## config.mk

```make
export PLATFORM = sky130hd
export DESIGN_NAME = pulse_generator_flat
export DESIGN_NICKNAME = d
export VERILOG_FILES = /design/src/rtl/ppt_pkg.sv /design/src/rtl/pulse_generator_if.sv /design/src/rtl/pulse_generator_phase_timer.sv /design/src/rtl/pulse_generator.sv /design/src/flat_wrapper.sv
export SDC_FILE = /design/constraint.sdc
export NUM_CORES = 1
export LEC_CHECK = 0
export ABC_CLOCK_PERIOD_IN_PS = 3000
export BUFFER_PORTS_ARGS = -buffer_cell sky130_fd_sc_hd__buf_2
export CORE_MARGIN = 1
export CORE_UTILIZATION = 40
export DETAILED_ROUTE_END_ITERATION = 10
export PLACE_DENSITY_LB_ADDON = 0.2
export SLEW_MARGIN = 15
export SYNTH_ARGS = -nofsm -noshare
export SYNTH_HDL_FRONTEND = slang
export SYNTH_SLANG_ARGS = --single-unit
export TNS_END_PERCENT = 100
```

## constraint.sdc

```tcl
create_clock -name clk -period 3 [get_ports clk]
set_input_delay 0.6 -clock clk [delete_from_list [all_inputs] [get_ports clk]]
set_output_delay 0.6 -clock clk [all_outputs]
set_load 0.01 [all_outputs]
```

## src/rtl/ppt_pkg.sv

```systemverilog
// Shared types and default widths for the PPT pulse path.
package ppt_pkg;

    localparam int DEF_CNT_W   = 8;
    localparam int DEF_BURST_W = 8;

    typedef enum logic [1:0] {
        ST_IDLE = 2'd0,
        ST_HIGH = 2'd1,
        ST_LOW  = 2'd2,
        ST_DONE = 2'd3
    } state_e;

endpackage

```

## src/rtl/pulse_generator_if.sv

```systemverilog
// Control/config/status bundle between the config path and the pulse generator.
interface pulse_generator_if #(
    parameter int CNT_W   = ppt_pkg::DEF_CNT_W,
    parameter int BURST_W = ppt_pkg::DEF_BURST_W
);
    logic               tick_en;
    logic [CNT_W-1:0]   cfg_high;
    logic [CNT_W-1:0]   cfg_low;
    logic [BURST_W-1:0] cfg_burst;
    logic               start;
    logic               stop;
    logic               pulse_out;
    logic               pulse_edge;
    logic               busy;
    logic               done;

    modport master (
        output tick_en, cfg_high, cfg_low, cfg_burst, start, stop,
        input  pulse_out, pulse_edge, busy, done
    );

    modport slave (
        input  tick_en, cfg_high, cfg_low, cfg_burst, start, stop,
        output pulse_out, pulse_edge, busy, done
    );
endinterface

```

## src/rtl/pulse_generator_phase_timer.sv

```systemverilog
// Loadable down-counter timing one high or low phase; expire fires on the
// enabled tick that ends the phase.
module phase_timer #(
    parameter int CNT_W = ppt_pkg::DEF_CNT_W
) (
    input  logic             clk,
    input  logic             rst,
    input  logic             load,
    input  logic [CNT_W-1:0] load_val,
    input  logic             en,
    output logic             expire
);
    logic [CNT_W-1:0] cnt_q, cnt_d;

    // Next count: a reload wins over the decrement of the expiring tick.
    always_comb begin
        cnt_d = cnt_q;
        if (load)
            cnt_d = load_val;
        else if (en && cnt_q != '0)
            cnt_d = cnt_q - CNT_W'(1);
    end

    // Counter register.
    always_ff @(posedge clk) begin
        if (rst) cnt_q <= '0;
        else     cnt_q <= cnt_d;
    end

    assign expire = (cnt_q == CNT_W'(1)) && en;
endmodule

```

## src/rtl/pulse_generator.sv

```systemverilog
// Programmable pulse-train generator: finite bursts or continuous trains of
// high/low pulses, timed in tick_en units.
module pulse_generator
    import ppt_pkg::*;
#(
    parameter int CNT_W   = DEF_CNT_W,
    parameter int BURST_W = DEF_BURST_W
) (
    input  logic             clk,
    input  logic             rst,
    pulse_generator_if.slave bus
);
    state_e             state_q, state_d;
    logic [CNT_W-1:0]   high_q, high_d, low_q, low_d;
    logic [BURST_W-1:0] burst_q, burst_d, pcnt_q, pcnt_d, pcnt_inc;
    logic               pulse_out_q, pulse_out_d, pulse_edge_q, pulse_edge_d;
    logic               busy_q, busy_d, done_q, done_d;
    logic               tmr_load, tmr_en, tmr_expire;
    logic [CNT_W-1:0]   tmr_val;

    // A zero-length phase still lasts one tick.
    function automatic logic [CNT_W-1:0] at_least_one(input logic [CNT_W-1:0] v);
        return (v == '0) ? CNT_W'(1) : v;
    endfunction

    assign pcnt_inc = pcnt_q + BURST_W'(1);

    phase_timer #(.CNT_W(CNT_W)) u_timer (
        .clk      (clk),
        .rst      (rst),
        .load     (tmr_load),
        .load_val (tmr_val),
        .en       (tmr_en),
        .expire   (tmr_expire)
    );

    // Next-state, config latch, burst count and timer control.
    always_comb begin
        state_d  = state_q;
        high_d   = high_q;
        low_d    = low_q;
        burst_d  = burst_q;
        pcnt_d   = pcnt_q;
        tmr_load = 1'b0;
        tmr_val  = at_least_one(high_q);
        tmr_en   = bus.tick_en && (state_q == ST_HIGH || state_q == ST_LOW);

        if (bus.stop) begin
            state_d = ST_IDLE;
        end else begin
            unique case (state_q)
                ST_IDLE: if (bus.start) begin
                    high_d   = bus.cfg_high;
                    low_d    = bus.cfg_low;
                    burst_d  = bus.cfg_burst;
                    pcnt_d   = '0;
                    tmr_load = 1'b1;
                    tmr_val  = at_least_one(bus.cfg_high);
                    state_d  = ST_HIGH;
                end
                ST_HIGH: if (tmr_expire) begin
                    tmr_load = 1'b1;
                    tmr_val  = at_least_one(low_q);
                    state_d  = ST_LOW;
                end
                ST_LOW: if (tmr_expire) begin
                    pcnt_d = pcnt_inc;
                    // Continuous mode (burst 0) never matches, so wrap is harmless.
                    if (burst_q != '0 && pcnt_inc == burst_q) begin
                        state_d = ST_DONE;
                    end else begin
                        tmr_load = 1'b1;
                        tmr_val  = at_least_one(high_q);
                        state_d  = ST_HIGH;
                    end
                end
                ST_DONE: state_d = ST_IDLE;
                default: state_d = ST_IDLE;
            endcase
        end

        // Outputs are registered copies of where the FSM is heading.
        pulse_out_d  = (state_d == ST_HIGH);
        pulse_edge_d = (state_d == ST_HIGH) && (state_q != ST_HIGH);
        busy_d       = (state_d == ST_HIGH) || (state_d == ST_LOW);
        done_d       = (state_d == ST_DONE);
    end

    // State, latched config and output registers.
    always_ff @(posedge clk) begin
        if (rst) begin
            state_q      <= ST_IDLE;
            high_q       <= '0;
            low_q        <= '0;
            burst_q      <= '0;
            pcnt_q       <= '0;
            pulse_out_q  <= 1'b0;
            pulse_edge_q <= 1'b0;
            busy_q       <= 1'b0;
            done_q       <= 1'b0;
        end else begin
            state_q      <= state_d;
            high_q       <= high_d;
            low_q        <= low_d;
            burst_q      <= burst_d;
            pcnt_q       <= pcnt_d;
            pulse_out_q  <= pulse_out_d;
            pulse_edge_q <= pulse_edge_d;
            busy_q       <= busy_d;
            done_q       <= done_d;
        end
    end

    assign bus.pulse_out  = pulse_out_q;
    assign bus.pulse_edge = pulse_edge_q;
    assign bus.busy       = busy_q;
    assign bus.done       = done_q;
endmodule

```

## src/flat_wrapper.sv

```systemverilog
// flat-port wrapper written by rule: the top's interface ports become plain ports
module pulse_generator_flat import ppt_pkg::*;
#(
    parameter int CNT_W   = DEF_CNT_W,
    parameter int BURST_W = DEF_BURST_W
)
  (clk, rst, bus_tick_en, bus_cfg_high, bus_cfg_low, bus_cfg_burst, bus_start, bus_stop, bus_pulse_out, bus_pulse_edge, bus_busy, bus_done);
  pulse_generator_if #(.CNT_W(CNT_W), .BURST_W(BURST_W)) bus_i ();
  input  logic clk;
  input  logic rst;
  input wire logic [$bits(bus_i.tick_en)-1:0] bus_tick_en;
  input wire logic [$bits(bus_i.cfg_high)-1:0] bus_cfg_high;
  input wire logic [$bits(bus_i.cfg_low)-1:0] bus_cfg_low;
  input wire logic [$bits(bus_i.cfg_burst)-1:0] bus_cfg_burst;
  input wire logic [$bits(bus_i.start)-1:0] bus_start;
  input wire logic [$bits(bus_i.stop)-1:0] bus_stop;
  output wire logic [$bits(bus_i.pulse_out)-1:0] bus_pulse_out;
  output wire logic [$bits(bus_i.pulse_edge)-1:0] bus_pulse_edge;
  output wire logic [$bits(bus_i.busy)-1:0] bus_busy;
  output wire logic [$bits(bus_i.done)-1:0] bus_done;
  assign bus_i.tick_en = bus_tick_en;
  assign bus_i.cfg_high = bus_cfg_high;
  assign bus_i.cfg_low = bus_cfg_low;
  assign bus_i.cfg_burst = bus_cfg_burst;
  assign bus_i.start = bus_start;
  assign bus_i.stop = bus_stop;
  assign bus_pulse_out = bus_i.pulse_out;
  assign bus_pulse_edge = bus_i.pulse_edge;
  assign bus_busy = bus_i.busy;
  assign bus_done = bus_i.done;
  pulse_generator #(.CNT_W(CNT_W), .BURST_W(BURST_W)) u_core (.clk(clk), .rst(rst), .bus(bus_i));
endmodule
```

== Word-level counts from Yosys, hierarchy flattened ==
Index checks and enable logic that the tools add are counted.
Word-level totals
  input bits: 29
  output and inout bits: 4
  logic and storage cells: 65
  bits in registers: 46
Operators by class
  reduce and logical (&&, ||, !) cells: 17
  multiplexer cells: 24
  add/sub/neg operators: 2
  equality and inequality tests: 11
  bitwise logic cells: 1
Operators with widths (number)
  two-way mux 8 bit: 10
  one-hot mux 8 bit (2 select lines): 2
  zero test 8 bit: 3
  nonzero test 8 bit: 2
  two-way mux 2 bit: 5
  adder 8 x 1 -> 8 bit, second input constant: 1
  equality test 2 bit, second input constant: 4
  equality test 8 x 1 -> 1 bit, second input constant: 1
  equality test 8 bit: 1
  one-hot mux 2 bit (4 select lines): 1
  subtractor 8 x 1 -> 8 bit, second input constant: 1
  logical AND 1 bit: 5
  two-way mux 1 bit: 5
  equality test 2 x 1 -> 1 bit, second input constant: 2
  inequality test 2 x 1 -> 1 bit, second input constant: 2
  AND reduction 4 bit: 1
  nonzero test 2 bit: 2
  one-hot mux 1 bit (3 select lines): 1
  AND reduction 3 bit: 1
  zero test 2 bit: 1
  logical OR 1 bit: 2
  inequality test 2 bit, second input constant: 1
  NOT 1 bit: 1

== Depth between registers and ports, before layout ==
  word-level depth: 9
  gate-level depth with buffers: 12
  mapped depth without buffers: 11

== Cells and area by module ==
From an unflattened synthesis, not the netlist that was laid out.
Unflattened totals
  cell total of the unflattened synthesis: 323
  area, all modules: 2558.7 um2
Modules (own cells, without submodules)
  pulse_generator: instances 1, area each 2045.7 um2, cells an instance 260
  phase_timer: instances 1, area each 513.0 um2, cells an instance 63

== Worst setup path before layout ==
No wires, ideal clock.
  path kind: flip-flop to flip-flop
  start: register u_core.pcnt_q[0]
  end: register u_core.pulse_edge_q (netlist: u_core.bus.pulse_edge)
  path buffers: 1
  stages on the path, launching flop included: 12
  arrival time: 2316 ps
  path slack: 569 ps
  data required time: 2885 ps
  cell sequence: dfxtp_1 > ha_1 > buf_2 > and3_1 > and3_1 > a21oi_1 > nor4_2 > a31oi_1 > or2_1 > ha_1 > nor2b_1 > and2_1
On the way
  cells in the longest elaborated chain, start to end: 9
RTL lines
  start: declaration: line pulse_generator.sv:15  | logic [BURST_W-1:0] burst_q, burst_d, pcnt_q, pcnt_d, pcnt_inc;
  start signal: assignment: line pulse_generator.sv:106  | pcnt_q <= pcnt_d;
  adder 8 x 1 -> 8 bit: line pulse_generator.sv:26  | assign pcnt_inc = pcnt_q + BURST_W'(1);
  equality test 8 bit: line pulse_generator.sv:69  | if (burst_q != '0 && pcnt_inc == burst_q) begin
  logical AND 1 bit: line pulse_generator.sv:69
  two-way mux 2 bit: line pulse_generator.sv:69
  two-way mux 2 bit: line pulse_generator.sv:66  | ST_LOW: if (tmr_expire) begin
  one-hot mux 2 bit (4 select lines): line pulse_generator.sv:51  | unique case (state_q)
  two-way mux 2 bit: line pulse_generator.sv:48  | if (bus.stop) begin
  equality test 2 x 1 -> 1 bit
  via u_core.pulse_out_d: line pulse_generator.sv:16  | logic pulse_out_q, pulse_out_d, pulse_edge_q, pulse_edge_d;
  logical AND 1 bit: line pulse_generator.sv:84  | pulse_edge_d = (state_d == ST_HIGH) && (state_q != ST_HIGH);
  end signal: assignment: line pulse_generator.sv:108  | pulse_edge_q <= pulse_edge_d;
  end: declaration: line pulse_generator.sv:16
The timed path passes the listed nets, and every way through them passes these cells.
A chain may end at the register's enable or synchronous reset.

== Final worst setup path ==
Same ends and word-level chain as after synthesis.

==> summary.txt <==
Placed design
  • GP Congestion: slightly above 0.8
  • Setup slack at placement: between 200 and 250 ps
  • Detailed Place HPWL: 4583 µm
  • I/O Buffers: 32

Timing
  • Max-slew violations: 0
  • RSZ-0062 raised after global routing: false
  • F_max: ~0.37 GHz
  • Slew margin rel.: 0.5214
  • Final Cycle Share: 0.9117
  • Worst Skew: 6.358 ps
  • Final WS setup: roughly 260 ps
  • Hold Fails Final Rpt: 0
  • Setup violators final: 0
  • Minimum clock period: 2735 ps
  • Total negative slack: 0 ps
  • Worst slew pin tran: 718.0 ps

Final layout
  • Area of the multi-input gates: about 1600 µm²
  • Synth-to-layout area growth: 13.33%
  • Layout fillers: between 600 and 700
  • FF+latch area: 920.9 µm²
  • NumNets Final: slightly below 400
  • # diodes: 0
  • Fraction of layout cells with a size suffix above 1: 0.1653

Synth
  • Synth Area in XOR/XNOR: 0.04616
  • Count of cell types in the netlist: between 50 and 60
  • Synth area leaders: dfxtp_1 (35%), nand2_1 (8.9%), a21oi_1 (7.3%)
  • Number of flops mapped to enable cells by yosys: 0
  • Simple-Gate Fraction of Synth Area: 0.2595
  • Post-synth top area share: 0.3467
  • Top FF cell, synth: dfxtp_1
  • Synth Area in Adders: 0.04239
  • Mapped Area: ~2700 µm²
  • Post-synth ARST share: 0
  • Syn Inst Count: around 330
  • Yosys top cell by area: dfxtp_1
  • Syn Nets: 370
  • Compound-Gate Fraction of Synth Area: 0.2256
  • Synth top cells by count: nand2_1 (63), dfxtp_1 (46), a21oi_1 (39)
  • Largest family of logic cells by synthesized area: simple AND/OR/NAND/NOR gates
  • Sequential fraction of the synthesis area: 0.3467
  • Fraction of synthesized area in multiplexers: 0.03250
  • Most common cell in the netlist: nand2_1
  • Syn. warnings: 0
  • Register bit total from synthesis: between 40 and 50
  • Mean post-synth cell area: 8.001 µm²

Floorplanning
  • Die area: around 7000 µm²
  • Top Ports: 33
  • Site row count: 29
  • Initial Util: 0.4159
  • Die height: roughly 83 µm
  • DIE WIDTH: ~83 µm
  • Core Box Area: approximately 6400 µm²

Setup path
  • Worst setup path class: reg -> reg
  • Worst Setup End Kind: flop
  • Reg2reg end: u_core.bus.pulse_edge
  • Critical Path RT: 3200 ps
  • Crit path max-delay cell type: dfxtp_1
  • Crit start category: flop
  • Worst path top cell family by delay: simple AND/OR/NAND/NOR gates
  • CP Max Fanout: 8
  • Worst r2r src: u_core.pcnt_q[0]
  • Worst R2R Setup Slack: about 260 ps
  • CP cell instances: ha_1, and3_1, and3_1, a21oi_1, nor4_4, a31oi_1, or2_1, ha_1, nor2b_1, and2_1
  • Max incr delay on CP: between 400 and 500 ps
  • Worst reg-to-reg path cell count: 10
  • Critical path buffers and inverters: 0
  • Worst EP arrival: 2930 ps

Route
  • Starting DRT DRC Count: between 150 and 200
  • Routed len/inst: between 10 and 15 µm
  • Post-DRT Antenna Nets: 0
  • DRT Pass-1 Iters: 4
  • Final WL: 6313 µm
  • Vias: 2427
  • Via-to-Cell Ratio: ~5.6
  • Post-route DRC violation count: 0

GRT
  • Grt total ovfl: 0
  • Initial antenna violation count: 0
  • M3 GR Usage: 0.03759
  • Pin count of the biggest net entering global routing: 38
  • GR Layer Usage met2: 0.3070
  • Global-route usage over all layers: 0.1919
  • Grt met1 use: 0.2619
  • Global-route wire length before repair: about 11000 µm
  • GRT Max-Usage Layer: met2
  • Via count of the first global-routing pass: 2261

Hold path
  • Hold endpoint: u_core.low_q[0]
  • Tightest Hold Check Type: reg -> reg
  • Hold path startpoint: u_core.low_q[0]
  • Cell depth of the worst hold path: 2

CTS
  • Max Buffers Root-to-Sink: 2
  • Post-CTS Setup Bufs: 0
  • TritonCTS clock tree: yes
  • Reg clk slew, reported paths: about 90 ps
  • CTS Buf Count: 5
  • Num Clock Sinks: 46
  • CTS root buf: clkbuf_8
  • Latest clock arrival within the worst-skew pair: 300 ps
  • H-Tree Level Count: 2

Run status
  • Status: finished clean

Power and ir drop
  • Pwr Density: ~500 nW/µm²
  • Worst IR Drop VDD: ~0.23 mV
  • Int Power: around 1100 µW
  • Psw: 376.8 µW
  • Clock network power share: 0.394
  • Comb pwr share: 0.155
  • Switching part of the total: 0.2570
  • Seq pwr share: 0.451
  • P_leak: about 0.0012 µW

Run
  • Total of max-cap violations: 0
[worst register-to-register path: stages (launching register included)]
cell and delay (ps):
dfxtp_1 460, ha_1 360, and3_1 210, and3_1 210, a21oi_1 110, nor4_4 360
a31oi_1 200, or2_1 250, ha_1 170, nor2b_1 130, and2_1 180
[per-layer routing]
layer	wire [µm]	part of all wire
met5	0	0
met4	87	0.014
met3	240	0.038
met2	2859	0.45
met1	3126	0.50
[cells in the final DEF (no fill, tap or decap), types with 5 or more instances in the layout]
cell type / instances
nor4_1: 5
inv_1: 9
a22o_1: 7
a22oi_1: 8
nand3_1: 7
nor2_1: 23
a21oi_1: 39
nor3_1: 10
mux2_4: 5
xnor2_1: 9
dfxtp_1: 46
clkbuf_8: 6
xor2_1: 5
nand2_1: 63
ha_1: 9
buf_4: 5
buf_2: 32
o21ai_0: 9
[area by class of cell]
cell class	instances	area share
multi-input cells	257	0.5378
flip-flops and latches	46	0.3059
repair buffers	37	0.06567
well taps	77	0.03200
clock buffers	6	0.02743
clock inverters	2	0.01995
inverters	9	0.01122
[worst max path at each step]
| stage | from | end | cells after the start |
|---|---|---|---|
| floorplan | u_core.pcnt_q[0] | u_core.bus.pulse_edge | 11 |
| global placement | u_core.pcnt_q[0] | u_core.bus.pulse_edge | 10 |
| detailed placement | u_core.pcnt_q[0] | u_core.bus.pulse_edge | 10 |
| CTS | u_core.pcnt_q[0] | u_core.bus.pulse_edge | 10 |
| global route | u_core.pcnt_q[0] | u_core.bus.pulse_edge | 10 |
| finish | u_core.pcnt_q[0] | u_core.bus.pulse_edge | 10 |
[sequential cells by signal, indices dropped and copies added (netlist names)]
name,count
u_core.burst_q,8
u_core.state_q,2
u_core.u_timer.cnt_q,8
u_core.low_q,8
u_core.bus.busy,1
u_core.high_q,8
u_core.bus.pulse_edge,1
u_core.bus.done,1
u_core.bus.pulse_out,1
u_core.pcnt_q,8
[power by group through the flow]
stage	Sequential [µW]	Clock, µW	Combinational [µW]
3_3_place_gp	675	0	223
6_report	662	577	227
5_1_grt	666	613	256
2_1_floorplan	671	0	163
3_5_place_dp	676	0	225
4_1_cts	662	588	227
[per-stage QoR]
stage	utilization	cells	area, µm²	power, µW	hold slack (ps)
6_report	0.4714	434	3010	1466	471.1
3_3_place_gp	0.4477	426	2859	898.6	452.4
4_1_cts	0.4700	434	3002	1476	475.6
5_1_grt	0.4714	434	3010	1534	501.2
2_1_floorplan	-	332	2656	833.4	436.1
3_5_place_dp	0.4477	426	2859	901.3	463.0
[timing repair]
action / in CTS / in global routing
resized for setup: 0 / 1
hold buffers: 0 / 0
setup endpoints to repair: 0 / 1
[cells by family (layout without fill, tap and decap cells)]
family          after synthesis  after routing
buf+inv                      29             54
mux                           6              6
flops                        46             46
fa+ha+maj                     9              9
simple gates                137            137
xor+xnor                     14             14
compound gates               91             91
Note: power is estimated with default switching activity, not from simulation.
